<file path="src/rtl/trigger_pattern_receiver_pkg.sv">
// Shared types and helpers for the trigger link receive side.
package trig_pkg;

   localparam int TRIG_WIDTH = 10;

   typedef enum logic [1:0] {
      HUNT,
      VERIFY,
      LOCKED
   } rx_state_t;

   // The generator sends d0 first, then d9 down to d1. An aligned window
   // (oldest bit in the MSB) therefore holds {d0, d9..d1}.
   function automatic logic [TRIG_WIDTH-1:0] rot_expected(input logic [TRIG_WIDTH-1:0] word);
      return {word[0], word[TRIG_WIDTH-1:1]};
   endfunction

endpackage

</file>
<file path="src/rtl/bit_synchronizer.sv">
// Multi-flop synchroniser for a single asynchronous bit.
module bit_synchronizer #(
   parameter int STAGES = 2
) (
   input  logic clk,
   input  logic rst_n,
   input  logic d,
   output logic q
);

   logic [STAGES-1:0] sync_q;
   logic [STAGES-1:0] sync_d;

   // Shift the raw bit through the chain; MSB is the settled output.
   always_comb begin
      sync_d = {sync_q[STAGES-2:0], d};
   end

   // Chain register, cleared to 0 on reset.
   always_ff @(posedge clk or negedge rst_n) begin
      if (!rst_n) sync_q <= '0;
      else        sync_q <= sync_d;
   end

   assign q = sync_q[STAGES-1];

endmodule

</file>
<file path="src/rtl/trigger_pattern_receiver.sv">
// Trigger link receiver: recovers word alignment of the inverted rotating
// pattern, declares lock, and reports per-frame strobes and mismatches.
module trigger_pattern_receiver
   import trig_pkg::*;
#(
   parameter int WIDTH       = TRIG_WIDTH,
   parameter int SYNC_STAGES = 2,
   parameter int LOCK_COUNT  = 3,
   parameter int MISS_LIMIT  = 2,
   parameter int ERR_W       = 16
) (
   input  logic             clk,
   input  logic             rst_n,
   input  logic             line_in,
   input  logic             enable,
   input  logic [WIDTH-1:0] expected,
   input  logic             clear_err,
   output logic             locked,
   output logic             frame_strobe,
   output logic             mismatch,
   output logic [WIDTH-1:0] rx_word,
   output logic [ERR_W-1:0] err_count
);

   localparam int CNT_W = $clog2(WIDTH);
   localparam int MC_W  = $clog2(LOCK_COUNT + 1);
   localparam int MS_W  = $clog2(MISS_LIMIT + 1);

   logic             line_s;
   logic             bit_s;
   logic [WIDTH-1:0] exp_rot;
   logic             hit;
   logic             boundary;
   logic             err_inc;

   rx_state_t        state_q, state_d;
   logic [WIDTH-1:0] w_q, w_d;
   logic [CNT_W-1:0] bit_cnt_q, bit_cnt_d;
   logic [MC_W-1:0]  match_cnt_q, match_cnt_d;
   logic [MS_W-1:0]  miss_cnt_q, miss_cnt_d;
   logic             locked_q, locked_d;
   logic             frame_strobe_q, frame_strobe_d;
   logic             mismatch_q, mismatch_d;
   logic [WIDTH-1:0] rx_word_q, rx_word_d;
   logic [ERR_W-1:0] err_count_q, err_count_d;

   bit_synchronizer #(.STAGES(SYNC_STAGES)) u_sync (
      .clk   (clk),
      .rst_n (rst_n),
      .d     (line_in),
      .q     (line_s)
   );

   // Line is inverted on the wire.
   assign bit_s    = ~line_s;
   assign exp_rot  = rot_expected(expected);
   assign hit      = (w_q == exp_rot);
   assign boundary = (bit_cnt_q == CNT_W'(WIDTH - 1));

   // Alignment FSM, frame counters, pulse outputs and error counter.
   always_comb begin
      w_d            = {w_q[WIDTH-2:0], bit_s};
      state_d        = state_q;
      bit_cnt_d      = boundary ? '0 : bit_cnt_q + 1'b1;
      match_cnt_d    = match_cnt_q;
      miss_cnt_d     = miss_cnt_q;
      frame_strobe_d = 1'b0;
      mismatch_d     = 1'b0;
      rx_word_d      = rx_word_q;
      err_inc        = 1'b0;

      if (!enable) begin
         state_d     = HUNT;
         bit_cnt_d   = '0;
         match_cnt_d = '0;
         miss_cnt_d  = '0;
      end else begin
         case (state_q)
            HUNT: begin
               // Any phase is tried; a hit fixes the frame boundary here.
               if (hit) begin
                  match_cnt_d = MC_W'(1);
                  miss_cnt_d  = '0;
                  bit_cnt_d   = '0;
                  state_d     = (LOCK_COUNT == 1) ? LOCKED : VERIFY;
               end
            end
            VERIFY: begin
               if (boundary) begin
                  if (hit) begin
                     match_cnt_d = match_cnt_q + 1'b1;
                     if (match_cnt_d == MC_W'(LOCK_COUNT)) state_d = LOCKED;
                  end else begin
                     match_cnt_d = '0;
                     state_d     = HUNT;
                  end
               end
            end
            LOCKED: begin
               if (boundary) begin
                  if (hit) begin
                     frame_strobe_d = 1'b1;
                     rx_word_d      = {w_q[WIDTH-2:0], w_q[WIDTH-1]};
                     miss_cnt_d     = '0;
                  end else begin
                     mismatch_d = 1'b1;
                     err_inc    = 1'b1;
                     miss_cnt_d = miss_cnt_q + 1'b1;
                     if (miss_cnt_d == MS_W'(MISS_LIMIT)) begin
                        state_d     = HUNT;
                        match_cnt_d = '0;
                        miss_cnt_d  = '0;
                     end
                  end
               end
            end
            default: state_d = HUNT;
         endcase
      end

      // Clear beats a coincident increment; count saturates at all-ones.
      err_count_d = err_count_q;
      if (clear_err)                      err_count_d = '0;
      else if (err_inc && !(&err_count_q)) err_count_d = err_count_q + 1'b1;

      locked_d = (state_d == LOCKED);
   end

   // State and output registers.
   always_ff @(posedge clk or negedge rst_n) begin
      if (!rst_n) begin
         state_q        <= HUNT;
         w_q            <= '0;
         bit_cnt_q      <= '0;
         match_cnt_q    <= '0;
         miss_cnt_q     <= '0;
         locked_q       <= 1'b0;
         frame_strobe_q <= 1'b0;
         mismatch_q     <= 1'b0;
         rx_word_q      <= '0;
         err_count_q    <= '0;
      end else begin
         state_q        <= state_d;
         w_q            <= w_d;
         bit_cnt_q      <= bit_cnt_d;
         match_cnt_q    <= match_cnt_d;
         miss_cnt_q     <= miss_cnt_d;
         locked_q       <= locked_d;
         frame_strobe_q <= frame_strobe_d;
         mismatch_q     <= mismatch_d;
         rx_word_q      <= rx_word_d;
         err_count_q    <= err_count_d;
      end
   end

   assign locked       = locked_q;
   assign frame_strobe = frame_strobe_q;
   assign mismatch     = mismatch_q;
   assign rx_word      = rx_word_q;
   assign err_count    = err_count_q;

endmodule

</file>
<file path="config.mk">
export PLATFORM = sky130hd
export DESIGN_NAME = trigger_pattern_receiver
export DESIGN_NICKNAME = d
export VERILOG_FILES = /design/src/rtl/trigger_pattern_receiver_pkg.sv /design/src/rtl/bit_synchronizer.sv /design/src/rtl/trigger_pattern_receiver.sv
export SDC_FILE = /design/constraint.sdc
export NUM_CORES = 1
export LEC_CHECK = 0
export ABC_AREA = 1
export BUFFER_PORTS_ARGS = -buffer_cell sky130_fd_sc_hd__buf_4
export CORE_MARGIN = 10
export CORE_UTILIZATION = 55
export CTS_BUF_LIST = sky130_fd_sc_hd__clkbuf_4
export DETAILED_ROUTE_END_ITERATION = 8
export PLACE_DENSITY = 0.74
export SETUP_SLACK_MARGIN = 0.02
export SLEW_MARGIN = 20
export SYNTH_ARGS = -nofsm -noshare
export SYNTH_HDL_FRONTEND = slang
export SYNTH_HIERARCHICAL = 1
export SYNTH_SLANG_ARGS = --single-unit
</file>
<file path="constraint.sdc">
create_clock -name clk -period 3 [get_ports clk]
set_input_delay 0.15 -clock clk [delete_from_list [all_inputs] [get_ports clk]]
set_output_delay 0.15 -clock clk [all_outputs]
set_load 0.03 [all_outputs]
</file>
# == Yosys cells after proc, flatten, opt, wreduce, memory -nomap -nowiden ==
# Cells that the tools add are included.
# word_totals
out_inout_bits,29
memories,0
inputBits,15
reg_bits,51
wordCells,75
romBits,0
latch_bits,0
ramBits,0
# op_classes
mux,37
eq_ne,14
shift,0
bitwise_logic,1
n_reduce_logical,8
n_div,0
add_sub_neg,4
n_mul,0
order_cmp,0
# op_table
op,count
$mux 2,20
$mux 16,2
$add 16x1->16 const B,1
$mux 4,4
$reduce_and 16->1,1
$ne 3x3->1 const B,5
$pmux 2 s3,2
$eq 10x10->1,1
$eq 2x2->1 const B,4
$mux 1,8
$reduce_and 6->1,1
$add 2x1->2 const B,2
$add 4x1->4 const B,1
$eq 4x4->1 const B,1
$ne 4x1->1 const B,1
$pmux 2 s2,1
$reduce_and 4->1,1
$ne 3x1->1 const B,1
$reduce_and 3->1,1
$eq 2x1->1 const B,1
$logic_not 2->1,1
$reduce_bool 2->1,1
$logic_and 1x1->1,1
$logic_not 1->1,1
$not 1->1,1

# == Depth between registers and ports, before layout ==
# Gate-level depths: netlist of the first run.
# depth
ltp_word,8
mapped_depth,14

# == Modules after synthesis ==
# The synthesis of the first run kept the hierarchy.
# by_module_without_submodules
mod,area_per_inst_um2,instances,seq_area_each_um2,cells_each
trigger_pattern_receiver,2705.1,1,1226.2,325
bit_synchronizer,50.0,1,50.0,2

# == Worst setup path before layout of the first run ==
# No wires, ideal clock.
# synth_timing
path_kind,register to register
from,"reg err_count_q[0], in the netlist err_count[0]"
to,"reg err_count_q[3], in the netlist err_count[3]"
setup_slack_ps,1247
setup_ps,121
arrival_ps,1632
required_time_ps,2879
synth_period_minus_slack_ps,1753
n_path_buf,1
path_stages_with_launch,10
cell_sequence,dfrtp_1 ha_1 nand3_1 inv_1 nand4_4 nand2_4 nand2_4 buf_6 nand2_1 o21ai_2
# synth_via
elab_chain_len,4
word_cells_on_any_way,7
classes_between,1 x add/sub; 2 x mux; 4 x reduce/logical
# synth_lines
item,line,text
"start, declared",trigger_pattern_receiver.sv:45,"logic [ERR_W-1:0] err_count_q, err_count_d;"
"start signal, assigned",trigger_pattern_receiver.sv:152,err_count_q <= err_count_d;
"parallel branches: the longest is 4 deep, another holds $add 16x1->16",-,
# Parallel ways; which one is timed is not known. The select of a mux whose other input is x is not followed.
# A chain may end at the register's enable or synchronous reset.

# == Final worst setup path of the first run ==
# layout_timing
from,reg w_q[1]
to,"reg rx_word_q[5], in the netlist rx_word[5]"
# layout_via
elab_chain_len,2
# layout_lines
item,line,text
"start, declared",trigger_pattern_receiver.sv:37,"logic [WIDTH-1:0] w_q, w_d;"
"start signal, assigned",trigger_pattern_receiver.sv:144,w_q <= w_d;
$eq 10x10->1,trigger_pattern_receiver.sv:57,assign hit = (w_q == exp_rot);
$reduce_and 4->1 (no line),-,
"end signal, assigned",trigger_pattern_receiver.sv:151,rx_word_q <= rx_word_d;
"end, declared",trigger_pattern_receiver.sv:44,"logic [WIDTH-1:0] rx_word_q, rx_word_d;"
# Every way passes these cells.

==> results.toml, run 1 <==
[synthesis]
gate_count_after_technology_mapping = 327
ys_async_sr_fraction = 1.00
syn_nets = 350
syn-mean-instance-area_um2 = 8.43
number_of_synthesized_flops_with_an_enable_pin = 0
yosys.cell_types.count = 28
part_of_the_yosys_area_used_for_sequential_elements = 0.463
yosys_warnings = 6
postSynth.topFlopCell = "dfrtp_1"
synth.cell_area_um2 = 2760
ys_seq_elements = 51

[route]
detail_route.wl_per_cell_um = 12.5
drt_pre_antenna_iters = 4
drtIter0Drc = 125
finalWirelength_um = 5510
route.detailed.vias_per_inst = 4.94
route.vias.total = 2185
post-route-drc-count = 0
drtAntennaViolNets = 0

[job]
drv.max_cap_violation_count = 0

[power_and_ir_drop]
power.net_switching_uw = 309
p_seq_frac = 0.627
power_report.internal_total_uw = 840
sw_frac_of_total = 0.269
powerDensity_nw_per_um2 = 361
cellLeakagePower_uw = 0.00170
combPwrFrac = 0.095
power.ir.vdd_worst_mv = 0.252
p_clk_frac = 0.279

[timing]
setup_violations = 0
rsz0062_at_grt = "no"
worst_hold_slack_ns = 0.0521
max_clock_freq_mhz = 479
final_hold_viol_count = 0
final.setup.tns_ns = 0
max_slew.worst_pin.slew_ns = 0.694
drv_slew = 0
worst_slew_margin_rel = 0.536
finalClockSkew_ns = 0.0161
layout_setup_ws_ns = 0.913
final_period_utilization = 0.696
minimum_period_implied_by_the_final_worst_setup_slack_ns = 2.09

[placed_design]
placed_area_um2 = 3110
gp_routability_congestion = 0.954
detailedPlace.worstSlack_ns = 0.959
dp.final_hpwl_um = 4290
io_buffer_count = 43

[critical_path]
worstPathMaxFanout = 21
critPathArrivalTime_ns = 2.37
crit_type = "register to register"
worst_setup_path_start_kind = "register"
critical_path_cell_sequence = "nor2_1, nor2_1, nor2_1, nand3_1, nor2_2, nand2_2, nor3_4, nand2_1, o21a_1"
critical_path.max_stage_delay_ns = 0.55
end_kind = "register"
crit_path_top_delay_cell = "nor3_4"
worst-endpoint-required_ns = 3.29
critical_path.most_common_cell = "nor2_1"

[clocking]
clock-root-buffer = "clkbuf_4"
ctsLongestPathBuffers = 2
cts_tree = "yes"
postCtsSetupBuffers = 0
cts_max_level = 2
insertion_delay_ns = 0.37
clkTransAtPathRegs_ns = 0.16
cts_buffers = 5
ctsHoldBuffers = 2
cts-resized-gates = 0
tritoncts_num_sinks = 51

[final_layout]
layout.filler_cells = 423
n_antenna_cell = 0
fin_util = 0.666
drive_above_1_share = 0.200
area_delta_synth_final_pct = 15.7
finish.instance_area_um2 = 3190
count_of_nets_after_finishing = 397

[floorplan]
core_um2 = 4790
die_area_um2 = 8240
die_width_um = 90.8
die_height_um = 90.8
io_pins = 44
std_cell_rows = 25
floorplan.initialDensity = 0.576

[global_route]
largest_net_degree_at_the_start_of_global_routing = 52
gr-usage-all-layers = 0.141
grt-ovfl-total = 0
grt_antenna_before_repair = 0
grt_first_pass_wirelength_um = 9950
via_count_of_the_first_global_routing_pass = 2241

[hold_path]
min-delay-path-class = "primary input to register"

[status]
result_of_the_run = "finished clean"
## worst max-delay path: cells and delay by family (launching register included)
family / cells / cell delay (ns)
simple gates: 8 / 1.43
compound gates: 1 / 0.14
flops: 1 / 0.43
## synthesized netlist by cell type, drive strengths merged, types with 3 or more instances
master / count / share of area
nand3: 17 / 0.033
o21ai: 16 / 0.039
nand4: 9 / 0.026
dfrtp: 51 / 0.46
o21a: 8 / 0.022
a21oi: 5 / 0.0091
xnor2: 3 / 0.0095
inv: 48 / 0.065
ha: 8 / 0.036
nor2: 39 / 0.067
nand2: 93 / 0.14
nor3: 9 / 0.022
buf: 4 / 0.016
xor2: 14 / 0.045
## final timing paths
check	start	slack, ns	endpoint	cells after the start
setup / recovery	w_q[1]	0.91	rx_word[5]	9
hold / removal	enable	0.05	match_cnt_q[1]	3
setup reg to reg	w_q[1]	0.91	rx_word[5]	9
hold reg to reg	u_sync/sync_q[0]	0.38	u_sync/sync_q[1]	0
max in group asynchronous	rst_n	2.27	state_q[0]	2
min in group asynchronous	rst_n	0.31	rx_word[8]	2
## registers in the layout (all words and copies together) (netlist names), 2 cells and up
| signal | cells |
|---|---|
| state_q | 2 |
| bit_cnt_q | 4 |
| rx_word | 10 |
| err_count | 16 |
| u_sync/sync_q | 2 |
| miss_cnt_q | 2 |
| match_cnt_q | 2 |
| w_q | 10 |
## cell type report
type	count	area, um^2	area share
Sequential cell	51	1280	0.400
Multi-Input combinational cell	223	1240	0.390
Inverter	48	180	0.0565
Tap cell	67	83.8	0.0263
Clock buffer	5	37.5	0.0118
Timing Repair Buffer	45	343	0.108
Clock inverter	3	23.8	0.00746
## cell usage in the layout, fill, tap and decap left out, drive strengths merged
cell / count
nor3: 9
buf: 43
clkinvlp: 1
nand3: 17
inv: 49
ha: 8
a22oi: 1
nor2: 39
dlygate4sd3: 2
o21a: 8
xnor2: 3
o21ai: 16
nand2: 93
nand4: 9
a21oi: 5
xor2: 14
clkinv: 1
and2: 1
dfrtp: 51
clkbuf: 5
## power by group through the flow
stage                     registers [uW]  logic, uW  clock network, uW
after floorplan                      738       56.9                  0
after global placement               733        106                  0
after detailed placement             734        109                  0
after CTS                            721        111                330
after global routing                 725        125                360
final                                721        109                320
## per-layer routing
layer  up-vias  GRT usage  share of wire
met5         -          0              0
met4         0     0.0418         0.0089
met3         6     0.0424          0.057
met2        43      0.245           0.51
met1      1021      0.163           0.42
li1       1115          -              -
## through the flow
step	cells	power, uW
after detailed placement	432	843
after CTS	442	1160
after floorplan	327	795
after global placement	432	839
after global routing	442	1210
final	442	1150
## cells by family (layout without fill, tap and decap cells)
| family | count (synthesis) | after routing | share of synthesized area |
|---|---|---|---|
| buffers and inverters | 53 | 101 | 0.0854 |
| and+or+nand+nor | 168 | 168 | 0.289 |
| AOI/OAI and AO/OA | 30 | 30 | 0.0722 |
| DFF | 51 | 51 | 0.463 |
| xor gates and xnor gates | 17 | 17 | 0.0540 |
| adders and majority gates | 8 | 8 | 0.0363 |
Note: power is estimated with default switching activity, not from simulation.
==> inputs of run 2 (changes only) <==
- CORE_UTILIZATION: 55 -> 53
- clock period: 3 -> 1.7 ns (I/O delays scaled with it)
==> results.toml, run 2 (synthesis gave the netlist of run 1 again) <==
[clocking]
insertion_delay_ns = 0.38
cts_buffers = 5
clkTransAtPathRegs_ns = 0.16
cts_tree = "yes"
ctsLongestPathBuffers = 2
tritoncts_num_sinks = 51
clock-root-buffer = "clkbuf_4"
cts_max_level = 2

[critical_path]
crit_end = "err_count[15]"
startpoint = "err_count[4]"
critical_path_cell_sequence = "inv_1, nor3_2, nand3_1, nor2_1, xor2_1, nand3_1, nand2_1"
ff2ff_setup_slack_ns = 0.03
reg2reg_depth = 7
rr_endpoint = "err_count[15]"
worstPathMaxFanout = 5
end_kind = "register"
critical_path.max_stage_delay_ns = 0.47
crit_path_top_delay_cell = "dfrtp_1"
critical_path.n_buffers_inverters = 1
worst_setup_path_start_kind = "register"
timing.critical_path.depth = 7
critical_path.reg2reg.startpoint = "err_count[4]"
critical_path.most_common_cell = "nand3_1"
cp_top_family = "simple AND/OR/NAND/NOR gates"
crit_type = "register to register"
critPathArrivalTime_ns = 1.99
worst-endpoint-required_ns = 2.03

[route]
route.detailed.vias_per_inst = 4.92
route.vias.total = 2366
detail_route.wl_per_cell_um = 13.5
finalWirelength_um = 6470
drtIter0Drc = 120
drtAntennaViolNets = 0
post-route-drc-count = 0
drt_pre_antenna_iters = 4

[timing]
minimum_period_implied_by_the_final_worst_setup_slack_ns = 1.67
worst_slew_margin_rel = 0.575
max_slew.worst_pin.slew_ns = 0.638
setup_violations = 0
drv_slew = 0
max_clock_freq_mhz = 600
finalClockSkew_ns = 0.0115
final_hold_viol_count = 0
rsz0062_at_grt = "yes"
layout_setup_ws_ns = 0.0341
final_period_utilization = 0.980

[global_route]
grt_first_pass_wirelength_um = 10300
grt_antenna_before_repair = 0
grt-ovfl-total = 0
largest_net_degree_at_the_start_of_global_routing = 52
gr-usage-all-layers = 0.145
via_count_of_the_first_global_routing_pass = 2320

[final_layout]
drive_above_1_share = 0.333
final_common_cell = "nand2_1"
finish.cell_count_without_fillers = 481
final-seq-area_um2 = 1280
layout.filler_cells = 430
largest_reg_flops = 16
finish.instance_area_um2 = 3620
n_antenna_cell = 0
area_delta_synth_final_pct = 31.3
most-common-layout-cells = "77 x nand2_1, 72 x buf_4, 49 x dfrtp_1, 42 x inv_1, 30 x nor2_1"
count_of_nets_after_finishing = 433
multi_input_area_um2 = 1380

[floorplan]
die_height_um = 92.1
std_cell_rows = 26
core_um2 = 5070
io_pins = 44
die_width_um = 92.1
floorplan.initialDensity = 0.543
die_area_um2 = 8480

[status]
result_of_the_run = "finished clean"

[placed_design]
dp.final_hpwl_um = 4580
detailedPlace.worstSlack_ns = -0.0798
gp_routability_congestion = 0.891
placed_area_um2 = 3340
io_buffer_count = 43
dpl.cell_count = 464

[power_and_ir_drop]
p_total_uw = 2110
cellLeakagePower_uw = 0.00192
powerDensity_nw_per_um2 = 582
power.ir.vdd_worst_mv = 0.510

[job]
drv.max_cap_violation_count = 0

[hold_path]
min-delay-path-class = "primary input to register"
==> run 2: cell count changes in the layout (fill, tap and decap cells not counted), sizes merged <==
cell,change
buf,+32
clkinv,+1
dlygate4sd3,+1
nand2,+2
==> run 2: layout make-up <==
cell class | instances | area share
Tap cell | 70 | 0.0242
Timing Repair inverter | 1 | 0.00173
Sequential cell | 51 | 0.353
Timing Repair Buffer | 78 | 0.169
Multi-Input combinational cell | 225 | 0.381
Inverter | 48 | 0.0533
Clock inverter | 3 | 0.00657
Clock buffer | 5 | 0.0104
==> run 2: worst min-delay path by stage <==
| stage | start | to | slack [ns] | cells after the start |
|---|---|---|---|---|
| global route | clear_err | err_count[11] | 0.07 | 4 |
| global placement | rst_n | frame_strobe | 0.15 | 1 |
| detailed placement | rst_n | frame_strobe | 0.15 | 1 |
| finish | clear_err | err_count[0] | 0.05 | 4 |
| CTS | clear_err | err_count[14] | 0.04 | 4 |
| floorplan | rst_n | bit_cnt_q[0] | -0.21 | 0 |
==> run 2: tightest hold or removal path: stages <==
cell,delay [ns]
buf_4,0.17
nor2_1,0.07
nand2_1,0.05
nand2_1,0.05
==> run 2: report_power, final <==
group | internal [uW] | switching [uW]
Sequential | 1250 | 22.2
Clock | 170 | 417
Combinational | 101 | 152
Total | 1520 | 592
==> run 2: repair_timing <==
action                     CTS  global route
resized for setup            5            36
pin swaps                    0            11
hold endpoints to repair    54             0
setup buffers                1             2
hold buffers                 3             0
gates cloned                 0             3
setup endpoints to repair   16            36
==> run 2: per-layer routing <==
metal,global-route usage,up-vias,share of wire
met4,0.0437,0,0.0097
met2,0.265,44,0.54
met5,0,-,0
met3,0.0399,7,0.044
met1,0.159,1126,0.41
li1,-,1189,-
==> run 2: metrics by stage <==
| stage | util | hold slack (ns) | setup TNS (ns) |
|---|---|---|---|
| final | 0.713 | 0.0521 | 0 |
| after detailed placement | 0.659 | 0.154 | -0.363 |
| after global placement | 0.659 | 0.149 | -0.0537 |
| after CTS | 0.682 | 0.0449 | 0 |
| after global routing | 0.713 | 0.0675 | -0.722 |
| after floorplan | - | -0.211 | 0 |
